$ cat config.mk
export PLATFORM = sky130hd
export DESIGN_NAME = alu_op_sequencer
export DESIGN_NICKNAME = d
export VERILOG_FILES = /design/src/rtl/alu_op_sequencer.sv
export SDC_FILE = /design/constraint.sdc
export NUM_CORES = 1
export LEC_CHECK = 0
export ABC_AREA = 1
export CAP_MARGIN = 10
export CORE_MARGIN = 5
export CORE_UTILIZATION = 36
export DETAILED_ROUTE_END_ITERATION = 10
export PLACE_DENSITY = 0.82
export SYNTH_ARGS = -nofsm -noshare
export SYNTH_HDL_FRONTEND = slang
export SYNTH_SLANG_ARGS = --single-unit
$ cat constraint.sdc
create_clock -name i_clk -period 3.7 [get_ports i_clk]
set_clock_uncertainty 0.1 [all_clocks]
set_input_delay 0.74 -clock i_clk [delete_from_list [all_inputs] [get_ports i_clk]]
set_output_delay 0.74 -clock i_clk [all_outputs]
set_load 0.02 [all_outputs]
$ cat src/rtl/alu_op_sequencer.sv
// alu_op_sequencer: registered command front end for the combinational ALU; `ALU_SEQ_WIDE_EN adds a chained high pass for 2*WIDTH ops.
// Latency: rsp_valid rises 2 cycles after the accept cycle for narrow ops, 3 cycles for wide ops.
// Backpressure: response held in RESP until rsp_ready; a new command is taken only from IDLE or on the RESP handshake.
module alu_op_sequencer #(
    parameter int WIDTH = 16
) (
    input  logic               i_clk,
    input  logic               i_rst,
    input  logic               i_cmd_valid,
    output logic               o_cmd_ready,
    input  logic [3:0]         i_cmd_select,
    input  logic               i_cmd_mode,
    input  logic               i_cmd_carry_in,
    input  logic               i_cmd_wide,
    input  logic [2*WIDTH-1:0] i_cmd_a,
    input  logic [2*WIDTH-1:0] i_cmd_b,
    output logic [WIDTH-1:0]   o_alu_a,
    output logic [WIDTH-1:0]   o_alu_b,
    output logic [3:0]         o_alu_select,
    output logic               o_alu_mode,
    output logic               o_alu_carry_in,
    input  logic [WIDTH-1:0]   i_alu_result,
    input  logic               i_alu_carry_out,
    input  logic               i_alu_compare,
    output logic               o_rsp_valid,
    input  logic               i_rsp_ready,
    output logic [2*WIDTH-1:0] o_rsp_result,
    output logic               o_rsp_carry,
    output logic               o_rsp_equal
);

`ifdef ALU_SEQ_WIDE_EN
    typedef enum logic [1:0] {S_IDLE = 2'd0, S_LO = 2'd1, S_HI = 2'd2, S_RESP = 2'd3} state_t;
`else
    typedef enum logic [1:0] {S_IDLE = 2'd0, S_LO = 2'd1, S_RESP = 2'd3} state_t;
`endif

    state_t           r_state, w_nxt_state;
    logic [WIDTH-1:0] r_alu_a, r_alu_b, w_nxt_alu_a, w_nxt_alu_b;
    logic [3:0]       r_alu_select, w_nxt_alu_select;
    logic             r_alu_mode, w_nxt_alu_mode;
    logic             r_alu_carry_in, w_nxt_alu_carry_in;
    logic [WIDTH-1:0] r_rsp_lo, r_rsp_hi, w_nxt_rsp_lo, w_nxt_rsp_hi;
    logic             r_rsp_carry, w_nxt_rsp_carry;
    logic             r_rsp_equal, w_nxt_rsp_equal;
    logic             w_cmd_ready, w_accept, w_load;

`ifdef ALU_SEQ_WIDE_EN
    logic             r_wide, w_nxt_wide;
    logic [WIDTH-1:0] r_a_hi, r_b_hi, w_nxt_a_hi, w_nxt_b_hi;
`else
    logic             w_unused_hi;
    assign w_unused_hi = ^{i_cmd_wide, i_cmd_a[2*WIDTH-1:WIDTH], i_cmd_b[2*WIDTH-1:WIDTH]};
`endif

    assign w_cmd_ready = !i_rst && ((r_state == S_IDLE) || ((r_state == S_RESP) && i_rsp_ready));
    assign w_accept    = i_cmd_valid && w_cmd_ready;

    always_comb begin
        w_nxt_state        = r_state;
        w_nxt_alu_a        = r_alu_a;
        w_nxt_alu_b        = r_alu_b;
        w_nxt_alu_select   = r_alu_select;
        w_nxt_alu_mode     = r_alu_mode;
        w_nxt_alu_carry_in = r_alu_carry_in;
        w_nxt_rsp_lo       = r_rsp_lo;
        w_nxt_rsp_hi       = r_rsp_hi;
        w_nxt_rsp_carry    = r_rsp_carry;
        w_nxt_rsp_equal    = r_rsp_equal;
        w_load             = 1'b0;
`ifdef ALU_SEQ_WIDE_EN
        w_nxt_wide         = r_wide;
        w_nxt_a_hi         = r_a_hi;
        w_nxt_b_hi         = r_b_hi;
`endif
        case (r_state)
            S_IDLE: begin
                w_load = w_accept;
            end
            S_LO: begin
                w_nxt_rsp_lo    = i_alu_result;
                w_nxt_rsp_carry = i_alu_carry_out;
                w_nxt_rsp_equal = i_alu_compare;
`ifdef ALU_SEQ_WIDE_EN
                if (r_wide) begin
                    // low-pass carry feeds the high pass in either ALU mode
                    w_nxt_alu_a        = r_a_hi;
                    w_nxt_alu_b        = r_b_hi;
                    w_nxt_alu_carry_in = i_alu_carry_out;
                    w_nxt_state        = S_HI;
                end else begin
                    w_nxt_rsp_hi = '0;
                    w_nxt_state  = S_RESP;
                end
`else
                w_nxt_rsp_hi = '0;
                w_nxt_state  = S_RESP;
`endif
            end
`ifdef ALU_SEQ_WIDE_EN
            S_HI: begin
                w_nxt_rsp_hi    = i_alu_result;
                w_nxt_rsp_carry = i_alu_carry_out;
                w_nxt_rsp_equal = r_rsp_equal & i_alu_compare;
                w_nxt_state     = S_RESP;
            end
`endif
            S_RESP: begin
                if (i_rsp_ready) begin
                    w_load      = w_accept;
                    w_nxt_state = S_IDLE;
                end
            end
            default: begin
                w_nxt_state = S_IDLE;
            end
        endcase

        if (w_load) begin
            w_nxt_state        = S_LO;
            w_nxt_alu_a        = i_cmd_a[WIDTH-1:0];
            w_nxt_alu_b        = i_cmd_b[WIDTH-1:0];
            w_nxt_alu_select   = i_cmd_select;
            w_nxt_alu_mode     = i_cmd_mode;
            w_nxt_alu_carry_in = i_cmd_carry_in;
`ifdef ALU_SEQ_WIDE_EN
            w_nxt_wide         = i_cmd_wide;
            w_nxt_a_hi         = i_cmd_a[2*WIDTH-1:WIDTH];
            w_nxt_b_hi         = i_cmd_b[2*WIDTH-1:WIDTH];
`endif
        end
    end

    always_ff @(posedge i_clk) begin
        if (i_rst) begin
            r_state        <= S_IDLE;
            r_alu_a        <= '0;
            r_alu_b        <= '0;
            r_alu_select   <= '0;
            r_alu_mode     <= 1'b0;
            r_alu_carry_in <= 1'b0;
            r_rsp_lo       <= '0;
            r_rsp_hi       <= '0;
            r_rsp_carry    <= 1'b0;
            r_rsp_equal    <= 1'b0;
`ifdef ALU_SEQ_WIDE_EN
            r_wide         <= 1'b0;
            r_a_hi         <= '0;
            r_b_hi         <= '0;
`endif
        end else begin
            r_state        <= w_nxt_state;
            r_alu_a        <= w_nxt_alu_a;
            r_alu_b        <= w_nxt_alu_b;
            r_alu_select   <= w_nxt_alu_select;
            r_alu_mode     <= w_nxt_alu_mode;
            r_alu_carry_in <= w_nxt_alu_carry_in;
            r_rsp_lo       <= w_nxt_rsp_lo;
            r_rsp_hi       <= w_nxt_rsp_hi;
            r_rsp_carry    <= w_nxt_rsp_carry;
            r_rsp_equal    <= w_nxt_rsp_equal;
`ifdef ALU_SEQ_WIDE_EN
            r_wide         <= w_nxt_wide;
            r_a_hi         <= w_nxt_a_hi;
            r_b_hi         <= w_nxt_b_hi;
`endif
        end
    end

    assign o_cmd_ready    = w_cmd_ready;
    assign o_alu_a        = r_alu_a;
    assign o_alu_b        = r_alu_b;
    assign o_alu_select   = r_alu_select;
    assign o_alu_mode     = r_alu_mode;
    assign o_alu_carry_in = r_alu_carry_in;
    assign o_rsp_valid    = (r_state == S_RESP);
    assign o_rsp_result   = {r_rsp_hi, r_rsp_lo};
    assign o_rsp_carry    = r_rsp_carry;
    assign o_rsp_equal    = r_rsp_equal;

endmodule
==> flow_summary.yaml <==
route:
  vias: 2146
  vias_per_cell: 4.47
  drtAntennaViolNets: 0
  drc: 0
  firstDrtPassIters: 4
  drt_iter0_markers: 116
  wire_per_inst_um: 13.0
  drt_wl_total_um: 6250
clock_tree:
  ctsRootBufferMaster: "clkbuf_8"
  hold_buffers: 0
  cts_num_sinks: 58
  numCtsBuffers: 9
  clock_latency_ns: 0.32
  clk_pin_slew_ns: 0.06
  htree_num_levels: 3
  cts_resized: 0
  cts_tree: "done"
  postCtsSetupRepairBufs: 0
  clock_path_buffers: 2
power_and_ir_drop:
  clock_power_share_pct: 38.8
  p_sw_share_pct: 26.7
  p_switching_uw: 497
  pwr-share-comb_pct: 22.6
  leakagePower_nw: 1.63
  seq_power_share_pct: 38.6
  p_per_area_nw_per_um2: 515
  vdd_drop_max_v: 0.000334
  power.internal_mw: 1.37
die:
  die_x_um: 88.9
  fp.dieArea_um2: 7890
  start_util_pct: 37.4
  core_um2: 5990
  fp-row-count: 28
  io_pins: 167
  fp.dieH_um: 88.9
logic_synthesis:
  ys_top_cells_by_area: "dfxtp_1 52%, nand2_1 14%, nand3_1 9.2%"
  ys_seq_area_share_pct: 51.9
  yosysUniqueCellTypes: 18
  ys_ff_latch: 58
  syn_area_um2: 2240
  ys_warn_count: 0
  yosysTopAreaCell: "dfxtp_1"
  yosysTopAreaCellShare_pct: 51.9
  syn_inst: 287
  synth.avg_cell_area_um2: 7.80
min_path:
  hp-class: "reg2reg"
  hold-path-cell-count: 2
  worstHoldStart: "o_alu_select[3]$_SDFFE_PP0P_"
  hold_end: "o_alu_select[3]$_SDFFE_PP0P_"
sta:
  min_period_over_period_pct: 80.1
  relSlewSlack_pct: 56.0
  slew_violations: 0
  finalHoldViolCount: 0
  setup_tns_ns: 0
  rsz0062_at_grt: "false"
  tightest_slew_ns: 0.659
  layout_min_cycle_time_ns: 2.96
  setup_violations: 0
  setup_ws_ns: 0.736
  max_freq_mhz: 337
grt:
  gr-total-overflow: 0
  grt_use_total_pct: 15.6
  antenna_found_initial: 0
  grt_pass1_vias: 1973
  grt_max_degree: 40
  grt_pass1_wl_um: 9400
critical_path:
  crit_fanout: 2
  rrSetupSlack_ns: 1.57
  worstPathArrival_ns: 2.12
  startpoint_type: "input pin"
  ff2ff_path_depth: 5
  reg2reg_to: "r_rsp_lo[0]$_SDFFE_PP0P_"
  crit_type: "in2out"
  end_kind: "output port"
  required_ns: 2.86
  worstReg2RegStart: "r_state[1]$_SDFFE_PP0P_"
cells_and_area:
  area_growth_pct: 61.7
  drive_above_1_share_pct: 6.17
  diodes: 0
  fin_nets: 496
placement:
  place_hpwl_um: 4520
  dp_slack_ns: 0.728
  io_buffers: 117
  place.gp.congestion: 0.768
job:
  maxCapViolCount: 0
run_status:
  status: "finished clean"
critical path: stages:
cell and delay (ns):
clkdlybuf4s50_1 0.50, nand2_2 0.08, a21oi_2 0.15, clkdlybuf4s50_1 0.65
routing by layer:
| layer | GRT usage, % | part of all wire, % | up-vias |
|---|---|---|---|
| met4 | 8.10 | 2.3 | 0 |
| met3 | 6.05 | 12 | 13 |
| met2 | 24.6 | 45 | 94 |
| met5 | 0 | 0 | - |
| met1 | 18.3 | 41 | 943 |
| li1 | - | - | 1096 |
logic make-up (layout without fill, tap and decap cells):
kind of cell | count (synthesis) | count (layout) | synth area share (%)
adders and majority gates | 3 | 3 | 1.68
other | 1 | 16 | 0.168
AOI/OAI and AO/OA | 20 | 20 | 4.81
buffers and inverters | 42 | 145 | 11.4
and+or+nand+nor | 163 | 163 | 30.1
DFF | 58 | 58 | 51.9
flip-flops by register name, indices dropped and copies added, names as in the netlist:
register,flops
o_alu_a,16
o_alu_b,16
o_alu_carry_in,1
o_alu_mode,1
o_alu_select,4
o_rsp_carry,1
o_rsp_equal,1
r_rsp_lo,16
r_state,2
area by class of cell:
cell class	count	area [um2]
Timing Repair Buffer	120	1190
Clock inverter	5	100
Multi-Input combinational cell	202	886
Inverter	9	33.8
Tap cell	75	93.8
Clock buffer	11	151
Sequential cell	58	1160
Fill cell	550	2370
how the worst max path moves through the flow:
stage / startpoint / endpoint / slack [ns] / cells after the start
6_report: i_rsp_ready / o_cmd_ready / 0.74 / 4
5_1_grt: i_rsp_ready / o_cmd_ready / 0.66 / 4
4_1_cts: i_rsp_ready / o_cmd_ready / 0.72 / 4
3_5_place_dp: i_rsp_ready / o_cmd_ready / 0.73 / 4
3_3_place_gp: i_rsp_ready / o_cmd_ready / 0.73 / 4
2_1_floorplan: i_rsp_ready / o_cmd_ready / 1.69 / 3
placed cells by master, fill, tap and decap left out, types with 2 or more instances in the layout:
master / count
bufinv_16: 3
buf_4: 3
o21ai_0: 18
nand3_1: 41
clkbuf_8: 11
dfxtp_1: 58
nor2_1: 36
ha_1: 3
nand2_1: 84
clkinv_2: 2
inv_2: 2
conb_1: 16
clkdlybuf4s50_1: 117
inv_1: 6
Yosys cell counts, drive strengths merged:
cell type,number
nand2,85
dfxtp,58
nand3,41
nor2,37
buf,29
o21ai,18
inv,8
clkbuf,4
ha,3
a21oi,2
clkinv,1
conb,1
metrics by stage:
step | cells | total power, mW | utilization [%] | area [um2] | hold slack [ns]
2_1_floorplan | 302 | 0.958 | - | 2290 | 0.422
3_3_place_gp | 464 | 1.15 | 56.2 | 3370 | 0.327
3_5_place_dp | 464 | 1.16 | 56.2 | 3370 | 0.332
4_1_cts | 480 | 1.89 | 60.4 | 3620 | 0.347
5_1_grt | 480 | 1.96 | 60.4 | 3620 | 0.367
6_report | 480 | 1.86 | 60.4 | 3620 | 0.344
power by group through the flow:
stage | registers [mW] | logic [mW] | clock network, mW
3_3_place_gp | 0.729 | 0.420 | 0
4_1_cts | 0.719 | 0.427 | 0.746
6_report | 0.719 | 0.422 | 0.723
3_5_place_dp | 0.732 | 0.425 | 0
2_1_floorplan | 0.807 | 0.151 | 0
5_1_grt | 0.726 | 0.456 | 0.777
Note: power is estimated with default switching activity, not from simulation.
